<file path="config.mk">
export PLATFORM = sky130hd
export DESIGN_NAME = spi_mem_ctrl_flat
export DESIGN_NICKNAME = d
export VERILOG_FILES = /design/src/rtl/spi_mem_ctrl_if.sv /design/src/rtl/spi_mem_ctrl.sv /design/src/flat_wrapper.sv
export SDC_FILE = /design/constraint.sdc
export NUM_CORES = 1
export LEC_CHECK = 0
export CAP_MARGIN = 10
export CORE_MARGIN = 5
export CORE_UTILIZATION = 50
export CTS_CLUSTER_SIZE = 40
export DETAILED_ROUTE_END_ITERATION = 6
export GPL_ROUTABILITY_DRIVEN = 1
export GPL_TIMING_DRIVEN = 0
export PLACE_DENSITY = 0.75
export SETUP_SLACK_MARGIN = 0.3
export SYNTH_ARGS = -nofsm -noshare
export SYNTH_HDL_FRONTEND = slang
export SYNTH_SLANG_ARGS = --single-unit
</file>
<file path="constraint.sdc">
create_clock -name clk -period 3.2 [get_ports clk]
set_input_delay 0.64 -clock clk [delete_from_list [all_inputs] [get_ports clk]]
set_output_delay 0.64 -clock clk [all_outputs]
set_load 0.01 [all_outputs]
</file>
<file path="src/rtl/spi_mem_ctrl_if.sv">
// Request/response bus between the CPU fetch/load-store unit and the serial SRAM controller.
// The CPU side is the master, the controller is the slave.
interface spi_mem_ctrl_if #(
    parameter int ADDR_W = 23
);
    logic              req_valid;
    logic              req_ready;
    logic              req_write;
    logic [ADDR_W-1:0] req_addr;
    logic [15:0]       req_wdata;
    logic              resp_valid;
    logic [15:0]       resp_rdata;

    modport master (
        output req_valid, req_write, req_addr, req_wdata,
        input  req_ready, resp_valid, resp_rdata
    );

    modport slave (
        input  req_valid, req_write, req_addr, req_wdata,
        output req_ready, resp_valid, resp_rdata
    );
endinterface

</file>
<file path="src/rtl/spi_mem_ctrl.sv">
// SPI mode-0 master serving 16-bit word reads/writes against a 23LC-style serial SRAM.
// One 48-bit frame (opcode, 24-bit byte address, 16 data bits) per request, clk/2 bit rate.
module spi_mem_ctrl #(
    parameter int          ADDR_W    = 23,
    parameter logic [7:0]  CMD_READ  = 8'h03,
    parameter logic [7:0]  CMD_WRITE = 8'h02
) (
    input  logic            clk,
    input  logic            rst_n,
    spi_mem_ctrl_if.slave   bus,
    output logic            spi_select,
    output logic            spi_clk,
    output logic            spi_mosi,
    input  logic            spi_miso
);

    typedef enum logic [2:0] {
        IDLE,
        CMD,
        ADDR,
        DATA,
        DONE
    } state_t;

    state_t      state;
    logic [47:0] tx_sr;
    logic [15:0] rx_sr;
    logic [5:0]  bit_cnt;
    logic        phase_h;
    logic        is_write;

    // Byte address is the word address shifted left; no increment, so the top word ends at 0xFFFFFF.
    logic [23:0] byte_addr;
    logic [7:0]  cmd_byte;
    assign byte_addr = 24'({bus.req_addr, 1'b0});
    assign cmd_byte  = bus.req_write ? CMD_WRITE : CMD_READ;

    always_ff @(posedge clk or negedge rst_n) begin
        if (!rst_n) begin
            state          <= IDLE;
            tx_sr          <= '0;
            rx_sr          <= '0;
            bit_cnt        <= '0;
            phase_h        <= 1'b0;
            is_write       <= 1'b0;
            bus.req_ready  <= 1'b1;
            bus.resp_valid <= 1'b0;
            bus.resp_rdata <= '0;
            spi_select     <= 1'b0;
            spi_clk        <= 1'b0;
            spi_mosi       <= 1'b0;
        end else begin
            case (state)
                IDLE: begin
                    if (bus.req_valid) begin
                        bus.req_ready <= 1'b0;
                        is_write      <= bus.req_write;
                        tx_sr         <= {cmd_byte, byte_addr,
                                          bus.req_write ? bus.req_wdata : 16'h0000};
                        spi_select    <= 1'b1;
                        spi_clk       <= 1'b0;
                        spi_mosi      <= cmd_byte[7];
                        bit_cnt       <= '0;
                        phase_h       <= 1'b0;
                        state         <= CMD;
                    end
                end
                CMD, ADDR, DATA: begin
                    if (!phase_h) begin
                        spi_clk <= 1'b1;
                        phase_h <= 1'b1;
                    end else begin
                        // End of phase H: sample MISO, drop the clock and present the next bit.
                        spi_clk <= 1'b0;
                        phase_h <= 1'b0;
                        rx_sr   <= {rx_sr[14:0], spi_miso};
                        tx_sr   <= {tx_sr[46:0], 1'b0};
                        bit_cnt <= bit_cnt + 6'd1;
                        if (bit_cnt == 6'd47) begin
                            state          <= DONE;
                            spi_select     <= 1'b0;
                            spi_mosi       <= 1'b0;
                            bus.resp_valid <= 1'b1;
                            if (!is_write) begin
                                bus.resp_rdata <= {rx_sr[14:0], spi_miso};
                            end
                        end else begin
                            spi_mosi <= tx_sr[46];
                            if (bit_cnt == 6'd7) begin
                                state <= ADDR;
                            end else if (bit_cnt == 6'd31) begin
                                state <= DATA;
                            end
                        end
                    end
                end
                DONE: begin
                    bus.resp_valid <= 1'b0;
                    bus.req_ready  <= 1'b1;
                    state          <= IDLE;
                end
                default: begin
                    state          <= IDLE;
                    bus.req_ready  <= 1'b1;
                    bus.resp_valid <= 1'b0;
                    spi_select     <= 1'b0;
                    spi_clk        <= 1'b0;
                    spi_mosi       <= 1'b0;
                end
            endcase
        end
    end

endmodule

</file>
<file path="src/flat_wrapper.sv">
// flat-port wrapper written by rule: the top's interface ports become plain ports
module spi_mem_ctrl_flat 
#(
    parameter int          ADDR_W    = 23,
    parameter logic [7:0]  CMD_READ  = 8'h03,
    parameter logic [7:0]  CMD_WRITE = 8'h02
)
  (clk, rst_n, spi_select, spi_clk, spi_mosi, spi_miso, bus_req_valid, bus_req_write, bus_req_addr, bus_req_wdata, bus_req_ready, bus_resp_valid, bus_resp_rdata);
  spi_mem_ctrl_if #(.ADDR_W(ADDR_W)) bus_i ();
  input  logic clk;
  input  logic rst_n;
  output logic spi_select;
  output logic spi_clk;
  output logic spi_mosi;
  input  logic spi_miso;
  input wire logic [$bits(bus_i.req_valid)-1:0] bus_req_valid;
  input wire logic [$bits(bus_i.req_write)-1:0] bus_req_write;
  input wire logic [$bits(bus_i.req_addr)-1:0] bus_req_addr;
  input wire logic [$bits(bus_i.req_wdata)-1:0] bus_req_wdata;
  output wire logic [$bits(bus_i.req_ready)-1:0] bus_req_ready;
  output wire logic [$bits(bus_i.resp_valid)-1:0] bus_resp_valid;
  output wire logic [$bits(bus_i.resp_rdata)-1:0] bus_resp_rdata;
  assign bus_i.req_valid = bus_req_valid;
  assign bus_i.req_write = bus_req_write;
  assign bus_i.req_addr = bus_req_addr;
  assign bus_i.req_wdata = bus_req_wdata;
  assign bus_req_ready = bus_i.req_ready;
  assign bus_resp_valid = bus_i.resp_valid;
  assign bus_resp_rdata = bus_i.resp_rdata;
  spi_mem_ctrl #(.ADDR_W(ADDR_W), .CMD_READ(CMD_READ), .CMD_WRITE(CMD_WRITE)) u_core (.clk(clk), .rst_n(rst_n), .bus(bus_i), .spi_select(spi_select), .spi_clk(spi_clk), .spi_mosi(spi_mosi), .spi_miso(spi_miso));
endmodule
</file>
# After elaboration in Yosys (flattened, before gate mapping)
# Index checks and enable logic that the tools add are counted.
totals:
  reg_bits: 94
op_classes:
  add_sub_neg: 1
  bitwise_logic: 4
  eq_ne: 11
  reduce_logical: 14
  mux: 30
ops:
  columns: ["operator", "count"]
  rows:
  - ["47-bit two-way mux", 2]
  - ["47-bit one-hot mux with 2 select lines", 1]
  - ["16-bit two-way mux", 1]
  - ["3-bit two-way mux", 5]
  - ["6-bit two-way mux", 2]
  - ["6-bit one-hot mux with 2 select lines", 1]
  - ["3-bit AND reduction", 4]
  - ["1-bit two-way mux", 11]
  - ["2-bit AND reduction", 5]
  - ["1-bit one-hot mux with 3 select lines", 3]
  - ["4-bit AND reduction", 2]
  - ["6-bit by 1-bit adder with 6-bit output, second input constant", 1]
  - ["3-bit by 2-bit == test with 1-bit output, second input constant", 2]
  - ["6-bit by 3-bit == test with 1-bit output, second input constant", 1]
  - ["6-bit by 5-bit == test with 1-bit output, second input constant", 1]
  - ["6-bit == test, second input constant", 1]
  - ["1-bit one-hot mux with 2 select lines", 3]
  - ["3-bit one-hot mux with 2 select lines", 1]
  - ["2-bit by 1-bit inequality test with 1-bit output, second input constant", 2]
  - ["4-bit by 1-bit inequality test with 1-bit output, second input constant", 1]
  - ["1-bit NOT", 4]
  - ["3-bit by 1-bit == test with 1-bit output, second input constant", 1]
  - ["3-bit == test, second input constant", 1]
  - ["3-bit logical NOT", 1]
  - ["3 further kinds", 3]

# Longest topological paths before layout
# Gate-level depths: netlist of the first run.
depth:
  ltp_word: 6
  mapped_depth: 8
  ltp_nobuf: 5

# Worst setup path before layout of the first run
# Ideal clock, no wire load.
synth_path:
  path_type: "register -> register"
  startpoint: "register u_core.bit_cnt[0]"
  endpoint: "register u_core.bus.resp_rdata[10]"
  n_path_buf: 1
  required_time_ns: 3.075
  t_arrival_ns: 1.708
  path_slack_ns: 1.367
  path_stages_with_launch: 7
  synth_period_minus_slack_ns: 1.833
  path_cell_list: "dfrtp_1 > ha_1 > and2_1 > nand4b_2 > nor3_4 > buf_8 > mux2_4"
synth_via:
  elab_chain_len: 2
synth_rtl:
  columns: ["element", "line", "rtl"]
  rows:
  - ["start, declared", "spi_mem_ctrl.sv:28", "logic [5:0] bit_cnt;"]
  - ["start signal, assigned", "spi_mem_ctrl.sv:78", "bit_cnt <= bit_cnt + 6'd1;"]
  - ["6-bit == test", "spi_mem_ctrl.sv:79", "if (bit_cnt == 6'd47) begin"]
  - ["4-bit AND reduction (no source line)", null, null]
  - ["end signal, assigned", "spi_mem_ctrl.sv:85", "bus.resp_rdata <= {rx_sr[14:0], spi_miso};"]
  - ["end, declared", "spi_mem_ctrl_if.sv:21", "output req_ready, resp_valid, resp_rdata"]
# Every way passes these cells.
# A chain may end at the register's enable or synchronous reset.

# Worst setup path in the final report of the first run
# Ends and elaborated chain as after synthesis.

==> qor.yml, run 1 <==
worst_setup_path:
  end_kind: "flop"
  critPathLaunchType: "flop"
  reg2reg_slack_ns: 1.06
  cpPeakStageDelay_ns: 0.43
  critPathArrivalTime_ns: 2.39
  worstReg2RegEnd: "u_core.bus.resp_rdata[10]$_DFFE_PN0P_"
  required_ns: 3.45
  r2r_cells: 6
  crit_path_max_fanout: 10
  rr_startpoint: "u_core.bit_cnt[0]$_DFFE_PN0P_"
  slowest_stage: "dfrtp_1"
  crit_type: "flop to flop"
  cp_cell_sequence: "ha_1, and2_1, nand4b_2, nor3_4, buf_8, mux2_4"
routing:
  wl_um: 8361
  wire_per_inst_um: 14.12
  route.detailed.drc: 0
  detail-route-antenna-nets: 0
  drtIter0Drc: 111
  vias: 3108
  drtPass1Iterations: 5
  vias_per_cell: 5.250
flow_run:
  cap_viol_max_count: 0
die:
  die_y_um: 100.8
  die_w_um: 100.8
  core_area_um2: 8134
  design.die.area_um2: 10160
  start_util: 0.5070
  std_cell_rows: 33
  io-pin-count: 65
sta:
  period_minus_slack_ns: 2.144
  worst_pin_slew_ns: 0.5204
  finalSetupViolCount: 0
  rsz0062_at_grt: "false"
  hold_violations: 0
  fin_tns_setup_ns: 0
  skew_ns: 0.008238
  holdWs_ns: 0.1797
  relSlewSlack: 0.6516
  report.final.slew_viol_count: 0
  post-route-period-util: 0.6699
  setup_slack_ns: 1.056
  fmax_ghz: 0.4665
layout:
  regArea_um2: 2354
  diodes: 0
  multiInputGateArea_um2: 1572
  fillers: 671
  drive_gt1_frac: 0.1253
  syn2layout_area_growth_pct: 23.85
  fin_nets: 528
  postLayoutCellArea_um2: 5107
synthesis:
  synth_area_um2: 4124
  synthMostInstantiatedCell: "nand2_1"
  synth_top_area_frac: 0.5643
  yosys_warnings: 0
  avgSynthCellArea_um2: 10.11
  synth-seq-area-share: 0.5707
  synth-adder-area-share: 0.003034
  synth_nets: 453
  synth-edff-count: 0
  async_reset_ff_frac: 1.000
  synth_seq_cells: 94
  synth_xor_xnor_area_share: 0.008495
  yosys.area.top_type: "dfrtp_1"
  yosys.cell_types.count: 43
  synthCells: 408
  synth_top_family_by_area: "simple AND/OR/NAND/NOR gates"
  yosys-top-cells-count: "nand2_1 (114), dfrtp_1 (93), nor2_1 (49)"
  synth_ff_type: "dfrtp_1"
  synth_mux_area_frac: 0.05279
  synth_compound_area_frac: 0.1144
  ys_top_cells_by_area: "dfrtp_1 (56%), nand2_1 (10%), a31oi_1 (5.8%)"
  yosys.area_share.simple: 0.2024
clock_network:
  cts_buffers: 9
  cts.hold.buffers_added: 0
  cts.htree.levels: 3
  clockBufferDepth: 2
  clk_pin_slew_ns: 0.09
  post_cts_buffers: 0
  clockRootBuffer: "clkbuf_8"
  clock_sinks: 94
  cts_tree: "yes"
  clk_latency_ns: 0.36
  post_cts_resized: 0
power:
  cellPowerDensity_nw_per_um2: 809.0
  peakVddDrop_v: 0.0003521
  p_total_mw: 4.132
  p_leak_nw: 2.319
placed_design:
  post-place-ws_ns: 0.8210
  place_area_um2: 4911
  gp_congestion: 0.8005
  dpl.hpwl_um: 5930
  portBuffers: 63
global_routing:
  grt_max_degree: 71
  antenna_found_initial: 0
  grt_pass1_wl_um: 14350
  track_usage: 0.1770
  grt_pass1_vias: 3086
  overflow: 0
hold_path:
  hp-class: "primary input to asynchronous set/reset pin"
status:
  status: "finished clean"
==> cell families (layout without fill, tap and decap cells) <==
| logic type | count (synthesis) | in the layout |
|---|---|---|
| buffers and inverters | 32 | 111 |
| adder cells (fa/ha/maj) | 1 | 1 |
| AND/OR/NAND/NOR | 194 | 194 |
| XOR/XNOR | 4 | 4 |
| AO/OA/AOI/OAI | 67 | 67 |
| flip-flops | 94 | 94 |
| multiplexers | 16 | 16 |
==> layout make-up <==
cell class,count,area share
Buffer,29,0.03675
Multi-Input combinational cell,282,0.3077
Clock inverter,5,0.01151
Inverter,3,0.002205
Timing Repair Buffer,64,0.1284
Sequential cell,94,0.4608
Tap cell,105,0.02572
Clock buffer,10,0.02695
==> worst max path at each step <==
stage | from | to | slack (ns) | cells past startpoint
final | u_core.bit_cnt[0]$_DFFE_PN0P_ | u_core.bus.resp_rdata[10]$_DFFE_PN0P_ | 1.06 | 6
after floorplan | u_core.bit_cnt[0]$_DFFE_PN0P_ | u_core.bus.resp_rdata[10]$_DFFE_PN0P_ | 1.37 | 6
after detailed placement | bus_req_valid | u_core.tx_sr[33]$_DFFE_PN0P_ | 0.82 | 5
after CTS | u_core.bit_cnt[0]$_DFFE_PN0P_ | u_core.bus.resp_rdata[10]$_DFFE_PN0P_ | 1.06 | 6
after global placement | rst_n | u_core.tx_sr[28]$_DFFE_PN0P_ | -1.87 | 1
after global routing | u_core.bit_cnt[0]$_DFFE_PN0P_ | u_core.bus.resp_rdata[10]$_DFFE_PN0P_ | 0.93 | 6
==> per-stage QoR <==
stage / util / std cells
floorplan: - / 408
global placement: 0.6007 / 576
detailed placement: 0.6038 / 577
CTS: 0.6279 / 592
global route: 0.6279 / 592
finish: 0.6279 / 592
==> critical path, delay by kind of cell, from the launching register on <==
kind                       cells  cell delay [ns]
buffers and inverters          1             0.22
DFF                            1             0.43
muxes                          1             0.31
adders and majority gates      1             0.21
and+or+nand+nor                3             0.85
==> sequential cells by signal, indices dropped and copies added (netlist names) <==
| name | flops |
|---|---|
| u_core.bit_cnt | 6 |
| u_core.bus.req_ready | 1 |
| u_core.bus.resp_rdata | 16 |
| u_core.bus.resp_valid | 1 |
| u_core.is_write | 1 |
| u_core.phase_h | 1 |
| u_core.rx_sr | 15 |
| u_core.spi_clk | 1 |
| u_core.spi_mosi | 1 |
| u_core.spi_select | 1 |
| u_core.state | 3 |
| u_core.tx_sr | 47 |
==> cell usage in the layout (no fill, tap or decap), types with 9 or more instances in the layout <==
master           Yosys  layout
buf_2                9       9
dfrtp_1             93      93
clkdlybuf4s50_1      0      62
mux2_4              10      10
nand3_1             18      18
nor2_1              49      49
a31oi_1             38      38
nand2_1            114     114
clkbuf_8             0      10
clkbuf_1            10      10
==> power by group <==
group | switching (mW) | internal [mW] | leakage [nW] | total, mW
Sequential | 0.261 | 1.61 | 1.12 | 1.87
Clock | 0.410 | 0.380 | 0.0948 | 0.790
Combinational | 0.827 | 0.646 | 1.10 | 1.47
==> routing by layer <==
| metal | wire, um | track usage |
|---|---|---|
| met4 | 91 | 0.05907 |
| met5 | 0 | 0 |
| met2 | 3867 | 0.2790 |
| met3 | 408 | 0.04360 |
| met1 | 3993 | 0.2407 |
Power figures use the tool's default switching activity.
==> inputs of run 2 (changes only) <==
==> constraint.sdc (replaced) <==
create_clock -name clk -period 2 [get_ports clk]
set_input_delay 0.4 -clock clk [delete_from_list [all_inputs] [get_ports clk]]
set_output_delay 0.4 -clock clk [all_outputs]
set_load 0.01 [all_outputs]
==> run 2 against run 1 <==
Against the previous run: flip-flop and latch count did not move; utilization grew 5.7 points; critical path depth grew 1; setup slack got worse by 0.88 ns; clock power rose by 52%; total power increased by 74%; sequential share of layout area shrank 3.8 points; count of clock-buffer cells in the layout fell by 1; largest cell class unchanged.
==> qor.yml, run 2 (same netlist as run 1, synthesis figures left out) <==
global_routing:
  grt_max_degree: 53  # was 71
  track_usage: 0.1878  # was 0.1770
  met1_usage: 0.2643  # was 0.2407
  busiest_layer: "met2"  # unchanged
  gr-usage-met3: 0.03253  # was 0.04360
  grt_pass1_wl_um: 15290  # was 14350 um
  antenna_found_initial: 0  # unchanged
  grt_pass1_vias: 3207  # was 3086
  grt_use_met2: 0.2962  # was 0.2790
  overflow: 0  # unchanged
sta:
  hold_violations: 0  # unchanged
  worst_pin_slew_ns: 0.5505  # was 0.5204 ns
  skew_ns: 0.01114  # was 0.008238 ns
  fmax_ghz: 0.5469  # was 0.4665 GHz
  fin_tns_setup_ns: 0  # unchanged
  post-route-period-util: 0.9142  # was 0.6699
  relSlewSlack: 0.6330  # was 0.6516
  period_minus_slack_ns: 1.828  # was 2.144 ns
  rsz0062_at_grt: "true"  # was false
  report.final.slew_viol_count: 0  # unchanged
  holdWs_ns: 0.01994  # was 0.1797 ns
  finalSetupViolCount: 0  # unchanged
  setup_slack_ns: 0.1715  # was 1.056 ns
worst_setup_path:
  crit_path_max_fanout: 5  # was 10
  rr_startpoint: "u_core.bit_cnt[0]$_DFFE_PN0P_"  # unchanged
  slowest_stage: "dfrtp_1"  # unchanged
  critical_path_buf_inv_count: 2  # was 1
  cp_top_family: "simple AND/OR/NAND/NOR gates"  # unchanged
  end_kind: "flop"  # unchanged
  cpPeakStageDelay_ns: 0.38  # was 0.43 ns
  critPathArrivalTime_ns: 2.09  # was 2.39 ns
  cp_cell_sequence: "ha_2, and2_4, nand4b_4, nor3_4, buf_6, buf_16, mux2_4"  # was ha_1, and2_1, nand4b_2, nor3_4, buf_8, mux2_4
  reg2reg_slack_ns: 0.17  # was 1.06 ns
  required_ns: 2.26  # was 3.45 ns
  critPathLaunchType: "flop"  # unchanged
  worstReg2RegEnd: "u_core.bus.resp_rdata[5]$_DFFE_PN0P_"  # was u_core.bus.resp_rdata[10]$_DFFE_PN0P_
  r2r_cells: 7  # was 6
  crit_type: "flop to flop"  # unchanged
routing:
  vias_per_cell: 5.303  # was 5.250
  vias: 3277  # was 3108
  drtIter0Drc: 226  # was 111
  drtPass1Iterations: 6  # was 5
  detail-route-antenna-nets: 0  # unchanged
  wl_um: 9408  # was 8361 um
  wire_per_inst_um: 15.22  # was 14.12 um
  route.detailed.drc: 0  # unchanged
status:
  status: "finished clean"  # unchanged
clock_network:
  cts_tree: "yes"  # unchanged
  clk_latency_ns: 0.36  # about the same
  clk_pin_slew_ns: 0.10  # was 0.09 ns
  cts.htree.levels: 3  # unchanged
  clockBufferDepth: 2  # unchanged
  clock_sinks: 94  # unchanged
  clockRootBuffer: "clkbuf_8"  # unchanged
  cts_buffers: 9  # unchanged
layout:
  mostFrequentLayoutCells: "nand2_1 (114), dfrtp_1 (93), clkdlybuf4s50_1 (49), a31oi_1 (37), nor2_2 (27)"  # was nand2_1 (114), dfrtp_1 (93), clkdlybuf4s50_1 (62), nor2_1 (49), a31oi_1 (38)
  diodes: 0  # unchanged
  final_common_cell: "nand2_1"  # unchanged
  regMostFlops: "u_core.tx_sr"  # unchanged
  postLayoutCellArea_um2: 5573  # was 5107 um^2
  final_cells: 618  # was 592
  largest_reg_flops: 47  # unchanged
  largestRegisters: "u_core.tx_sr (47), u_core.bus.resp_rdata (16), u_core.rx_sr (15)"  # unchanged
  fin_nets: 553  # was 528
  syn2layout_area_growth_pct: 35.13  # was 23.85%
  final_core_util: 0.6851  # was 0.6279
  drive_gt1_frac: 0.2417  # was 0.1253
power:
  cellPowerDensity_nw_per_um2: 1291  # was 809.0 nW/um^2
  p_leak_nw: 2.716  # was 2.319 nW
  p_total_mw: 7.194  # was 4.132 mW
  peakVddDrop_v: 0.0005592  # was 0.0003521 V
placed_design:
  place_area_um2: 4922  # was 4911 um^2
  portBuffers: 63  # unchanged
  dpl.hpwl_um: 5888  # was 5930 um
  gp_congestion: 0.7934  # was 0.8005
  post-place-ws_ns: -0.1245  # was 0.8210 ns
  place_inst: 577  # unchanged
hold_path:
  hp-class: "primary input to asynchronous set/reset pin"  # unchanged
die:
  std_cell_rows: 33  # unchanged
  die_w_um: 100.8  # unchanged
  design.die.area_um2: 10160  # unchanged
  die_y_um: 100.8  # unchanged
  start_util: 0.5070  # unchanged
  core_area_um2: 8134  # unchanged
  io-pin-count: 65  # unchanged
flow_run:
  cap_viol_max_count: 0  # unchanged
-- run 2: changes by cell type in the layout (fill, tap and decap cells not counted), sizes merged, moves of 2 or more --
| cell | change |
|---|---|
| buf | +24 |
| clkdlybuf4s50 | -13 |
| dlymetal6s2s | +12 |
| inv | +2 |
-- run 2: what timing repair did --
item                                    CTS  global route
setup buffers                            13             5
hold buffers                              0             0
pin swaps                                 2             5
endpoints found under the setup margin   65            97
resized for setup                        36            52
cloned                                    6             1
-- run 2: worst max path at each step --
stage                                              from                                     to  cells past startpoint
final                     u_core.bit_cnt[0]$_DFFE_PN0P_   u_core.bus.resp_rdata[5]$_DFFE_PN0P_                      7
after global routing      u_core.bit_cnt[0]$_DFFE_PN0P_   u_core.bus.resp_rdata[5]$_DFFE_PN0P_                      7
after CTS                   u_core.state[2]$_DFFE_PN0P_   u_core.bus.resp_rdata[9]$_DFFE_PN0P_                      8
after detailed placement                  bus_req_valid           u_core.tx_sr[12]$_DFFE_PN0P_                      5
after global placement                            rst_n           u_core.tx_sr[29]$_DFFE_PN0P_                      1
after floorplan           u_core.bit_cnt[0]$_DFFE_PN0P_  u_core.bus.resp_rdata[10]$_DFFE_PN0P_                      6
-- run 2: layout make-up --
cell class	count	area, um^2
fillers	613	2561
well taps	105	131.4
repair buffers	88	920.9
clock inverters	7	65.06
plain buffers	29	230.2
clock buffers	9	123.9
flip-flops and latches	94	2354
multi-input cells	283	1737
inverters	3	11.26
-- run 2: worst register-to-register path, delay by kind of cell (launching register included) --
| family | cells | cell delay [ns] |
|---|---|---|
| DFF | 1 | 0.38 |
| and+or+nand+nor | 3 | 0.58 |
| adders and majority gates | 1 | 0.20 |
| muxes | 1 | 0.30 |
| buffers and inverters | 2 | 0.26 |
-- run 2: power breakdown --
group          internal (mW)  leakage, nW  total (mW)  switching, mW
logic                   1.37         1.50        2.94           1.57
registers               2.57         1.12        3.05          0.480
clock network          0.478       0.0909        1.20          0.724
-- run 2: routing by layer --
metal / vias to the layer above / wire length (um)
met3: 10 / 496
met2: 98 / 4551
li1: 1588 / -
met4: 0 / 91
met5: - / 0
met1: 1581 / 4268
==> inputs of run 3 (changes only) <==
--- a/config.mk
+++ b/config.mk
@@ -7,12 +7,12 @@
 export LEC_CHECK = 0
 export CAP_MARGIN = 10
 export CORE_MARGIN = 5
-export CORE_UTILIZATION = 50
+export CORE_UTILIZATION = 45
 export CTS_CLUSTER_SIZE = 40
 export DETAILED_ROUTE_END_ITERATION = 6
 export GPL_ROUTABILITY_DRIVEN = 1
 export GPL_TIMING_DRIVEN = 0
-export PLACE_DENSITY = 0.75
+export PLACE_DENSITY = 0.69
 export SETUP_SLACK_MARGIN = 0.3
 export SYNTH_ARGS = -nofsm -noshare
 export SYNTH_HDL_FRONTEND = slang
==> run 3 against run 2 <==
Against the previous run: total power is 2.1% higher; flip-flop and latch count did not move; utilization decreased by 6.6 points; cell count increased by 1.3%; routed wire length rose by 1.0%; sequential share of layout area fell by 0.31 points; largest cell class unchanged.
==> qor.yml, run 3 (same netlist as run 1, synthesis figures left out) <==
worst_setup_path:
  end_kind: "flop"  # unchanged
  crit_path_max_fanout: 5  # unchanged
  r2r_cells: 7  # unchanged
  crit_type: "flop to flop"  # unchanged
  reg2reg_slack_ns: 0.20  # was 0.17 ns
  cp_top_family: "simple AND/OR/NAND/NOR gates"  # unchanged
  cp_cell_sequence: "ha_2, and2_4, nand4b_4, nor3_4, buf_6, buf_8, mux2_4"  # was ha_2, and2_4, nand4b_4, nor3_4, buf_6, buf_16, mux2_4
  cpPeakStageDelay_ns: 0.37  # was 0.38 ns
  slowest_stage: "dfrtp_1"  # unchanged
  worstReg2RegEnd: "u_core.bus.resp_rdata[9]$_DFFE_PN0P_"  # was u_core.bus.resp_rdata[5]$_DFFE_PN0P_
  critPathLaunchType: "flop"  # unchanged
  required_ns: 2.24  # was 2.26 ns
  critical_path_buf_inv_count: 2  # unchanged
  rr_startpoint: "u_core.bit_cnt[0]$_DFFE_PN0P_"  # unchanged
  critPathArrivalTime_ns: 2.04  # was 2.09 ns
global_routing:
  antenna_found_initial: 0  # unchanged
  grt_pass1_vias: 3306  # was 3207
  track_usage: 0.1729  # was 0.1878
  grt_pass1_wl_um: 15690  # was 15290 um
  overflow: 0  # unchanged
  grt_max_degree: 56  # was 53
flow_run:
  cap_viol_max_count: 0  # unchanged
power:
  p_sw_mw: 2.805  # was 2.777 mW
  cell_internal_pwr_mw: 4.536  # was 4.416 mW
  cellPowerDensity_nw_per_um2: 1308  # was 1291 nW/um^2
  p_comb_frac: 0.423  # was 0.409
  p_leak_nw: 2.743  # was 2.716 nW
  seq_power_share: 0.418  # was 0.424
  peakVddDrop_v: 0.0005464  # was 0.0005592 V
  switching_share: 0.3821  # was 0.3861
  clkPwrFrac: 0.159  # was 0.167
  p_total_mw: 7.342  # was 7.194 mW
sta:
  setup_slack_ns: 0.2043  # was 0.1715 ns
  post-route-period-util: 0.8979  # was 0.9142
  hold_violations: 0  # unchanged
  skew_ns: 0.01034  # was 0.01114 ns
  fmax_ghz: 0.5569  # was 0.5469 GHz
  rsz0062_at_grt: "true"  # unchanged
  fin_tns_setup_ns: 0  # unchanged
  relSlewSlack: 0.6381  # was 0.6330
  report.final.slew_viol_count: 0  # unchanged
  period_minus_slack_ns: 1.796  # was 1.828 ns
  worst_pin_slew_ns: 0.5429  # was 0.5505 ns
  finalSetupViolCount: 0  # unchanged
clock_network:
  cts_buffers: 9  # unchanged
  clock_sinks: 94  # unchanged
  cts_tree: "yes"  # unchanged
  clk_pin_slew_ns: 0.09  # was 0.10 ns
  cts.hold.buffers_added: 0  # unchanged
  clk_latency_ns: 0.36  # about the same
  clockRootBuffer: "clkbuf_8"  # unchanged
  cts.htree.levels: 3  # unchanged
  clockBufferDepth: 2  # unchanged
placed_design:
  portBuffers: 63  # unchanged
  gp_congestion: 0.7924  # was 0.7934
  dpl.hpwl_um: 6159  # was 5888 um
  post-place-ws_ns: -0.1534  # was -0.1245 ns
  place_inst: 583  # was 577
die:
  io-pin-count: 65  # unchanged
  start_util: 0.4549  # was 0.5070
  design.die.area_um2: 11180  # was 10160 um^2
  die_y_um: 105.7  # was 100.8 um
  core_area_um2: 9065  # was 8134 um^2
  die_w_um: 105.7  # was 100.8 um
  std_cell_rows: 35  # was 33
routing:
  wl_um: 9502  # was 9408 um
  detail-route-antenna-nets: 0  # unchanged
  drtIter0Drc: 131  # was 226
  wire_per_inst_um: 15.18  # was 15.22 um
  vias: 3352  # was 3277
  vias_per_cell: 5.355  # was 5.303
  route.detailed.drc: 0  # unchanged
  drtPass1Iterations: 4  # was 6
layout:
  largest_reg_flops: 47  # unchanged
  diodes: 0  # unchanged
  syn2layout_area_growth_pct: 36.13  # was 35.13%
  final_common_cell: "nand2_1"  # unchanged
  largestRegisters: "u_core.tx_sr (47), u_core.bus.resp_rdata (16), u_core.rx_sr (15)"  # unchanged
  multiInputGateArea_um2: 1765  # was 1737 um^2
  final_core_util: 0.6193  # was 0.6851
  regMostFlops: "u_core.tx_sr"  # unchanged
  drive_gt1_frac: 0.2680  # was 0.2417
  fillers: 736  # was 613
  final_cells: 626  # was 618
  mostFrequentLayoutCells: "nand2_1 (114), dfrtp_1 (93), clkdlybuf4s50_1 (48), a31oi_1 (36), nor2_2 (33)"  # was nand2_1 (114), dfrtp_1 (93), clkdlybuf4s50_1 (49), a31oi_1 (37), nor2_2 (27)
  fin_nets: 555  # was 553
  regArea_um2: 2354  # unchanged
hold_path:
  hp-class: "primary input to asynchronous set/reset pin"  # unchanged
status:
  status: "finished clean"  # unchanged
## run 3: cell types whose count changed in the layout (fill, tap and decap cells not counted), moves of 2 or more
cell	before	now
mux2_2	0	6
mux2_4	16	10
nor2_4	2	4
a21oi_1	5	3
nor2_1	20	12
nor2_2	27	33
## run 3: layer usage
metal  wire [um]  GRT usage  vias up
met3         410    0.03735       13
li1            -          -     1593
met4         111    0.05273        0
met5           0          0        -
met1        4144     0.2291     1643
met2        4836     0.2851      103
## run 3: power by group through the flow
stage               clock [mW]  sequential, mW  combinational (mW)
finish                    1.17            3.07                3.10
global route              1.29            3.14                3.42
CTS                       1.20            2.99                2.75
detailed placement           0            3.02                2.43
global placement             0            3.00                2.34
floorplan                    0            2.94                1.76
## run 3: metrics by stage
step / instance area [um^2] / hold slack [ns]
floorplan: 4135 / 0.1044
global placement: 4905 / 0.4584
detailed placement: 4930 / 0.4227
CTS: 5346 / 0.02367
global route: 5614 / 0.04882
finish: 5614 / 0.01995
## run 3: worst max-delay path by stage
stage	start	endpoint	slack, ns	cells after the start
after floorplan	u_core.bit_cnt[0]$_DFFE_PN0P_	u_core.bus.resp_rdata[10]$_DFFE_PN0P_	0.19	6
after global placement	rst_n	u_core.tx_sr[30]$_DFFE_PN0P_	-2.93	1
after detailed placement	bus_req_valid	u_core.tx_sr[11]$_DFFE_PN0P_	-0.15	5
after CTS	u_core.state[2]$_DFFE_PN0P_	u_core.bus.resp_rdata[11]$_DFFE_PN0P_	0.20	8
after global routing	u_core.bit_cnt[1]$_DFFE_PN0P_	u_core.bus.resp_rdata[11]$_DFFE_PN0P_	0.11	7
final	u_core.bit_cnt[0]$_DFFE_PN0P_	u_core.bus.resp_rdata[9]$_DFFE_PN0P_	0.20	7
## run 3: final cells by class
cell class	count	share of cell area
inverter	3	0.002006
multi-input combinational	283	0.3145
buffer	29	0.04212
tap	111	0.02474
clock buffer	11	0.02518
timing repair buffer	90	0.1649
clock inverter	5	0.007355
sequential	94	0.4192
## run 3: timing repair
| item | in CTS | in global routing |
|---|---|---|
| gates resized for setup | 32 | 69 |
| cloned | 7 | 0 |
| buffers inserted | 11 | 9 |
| endpoints found under the hold margin | 0 | 0 |
| setup endpoints to repair | 73 | 91 |
| pin swaps | 2 | 5 |
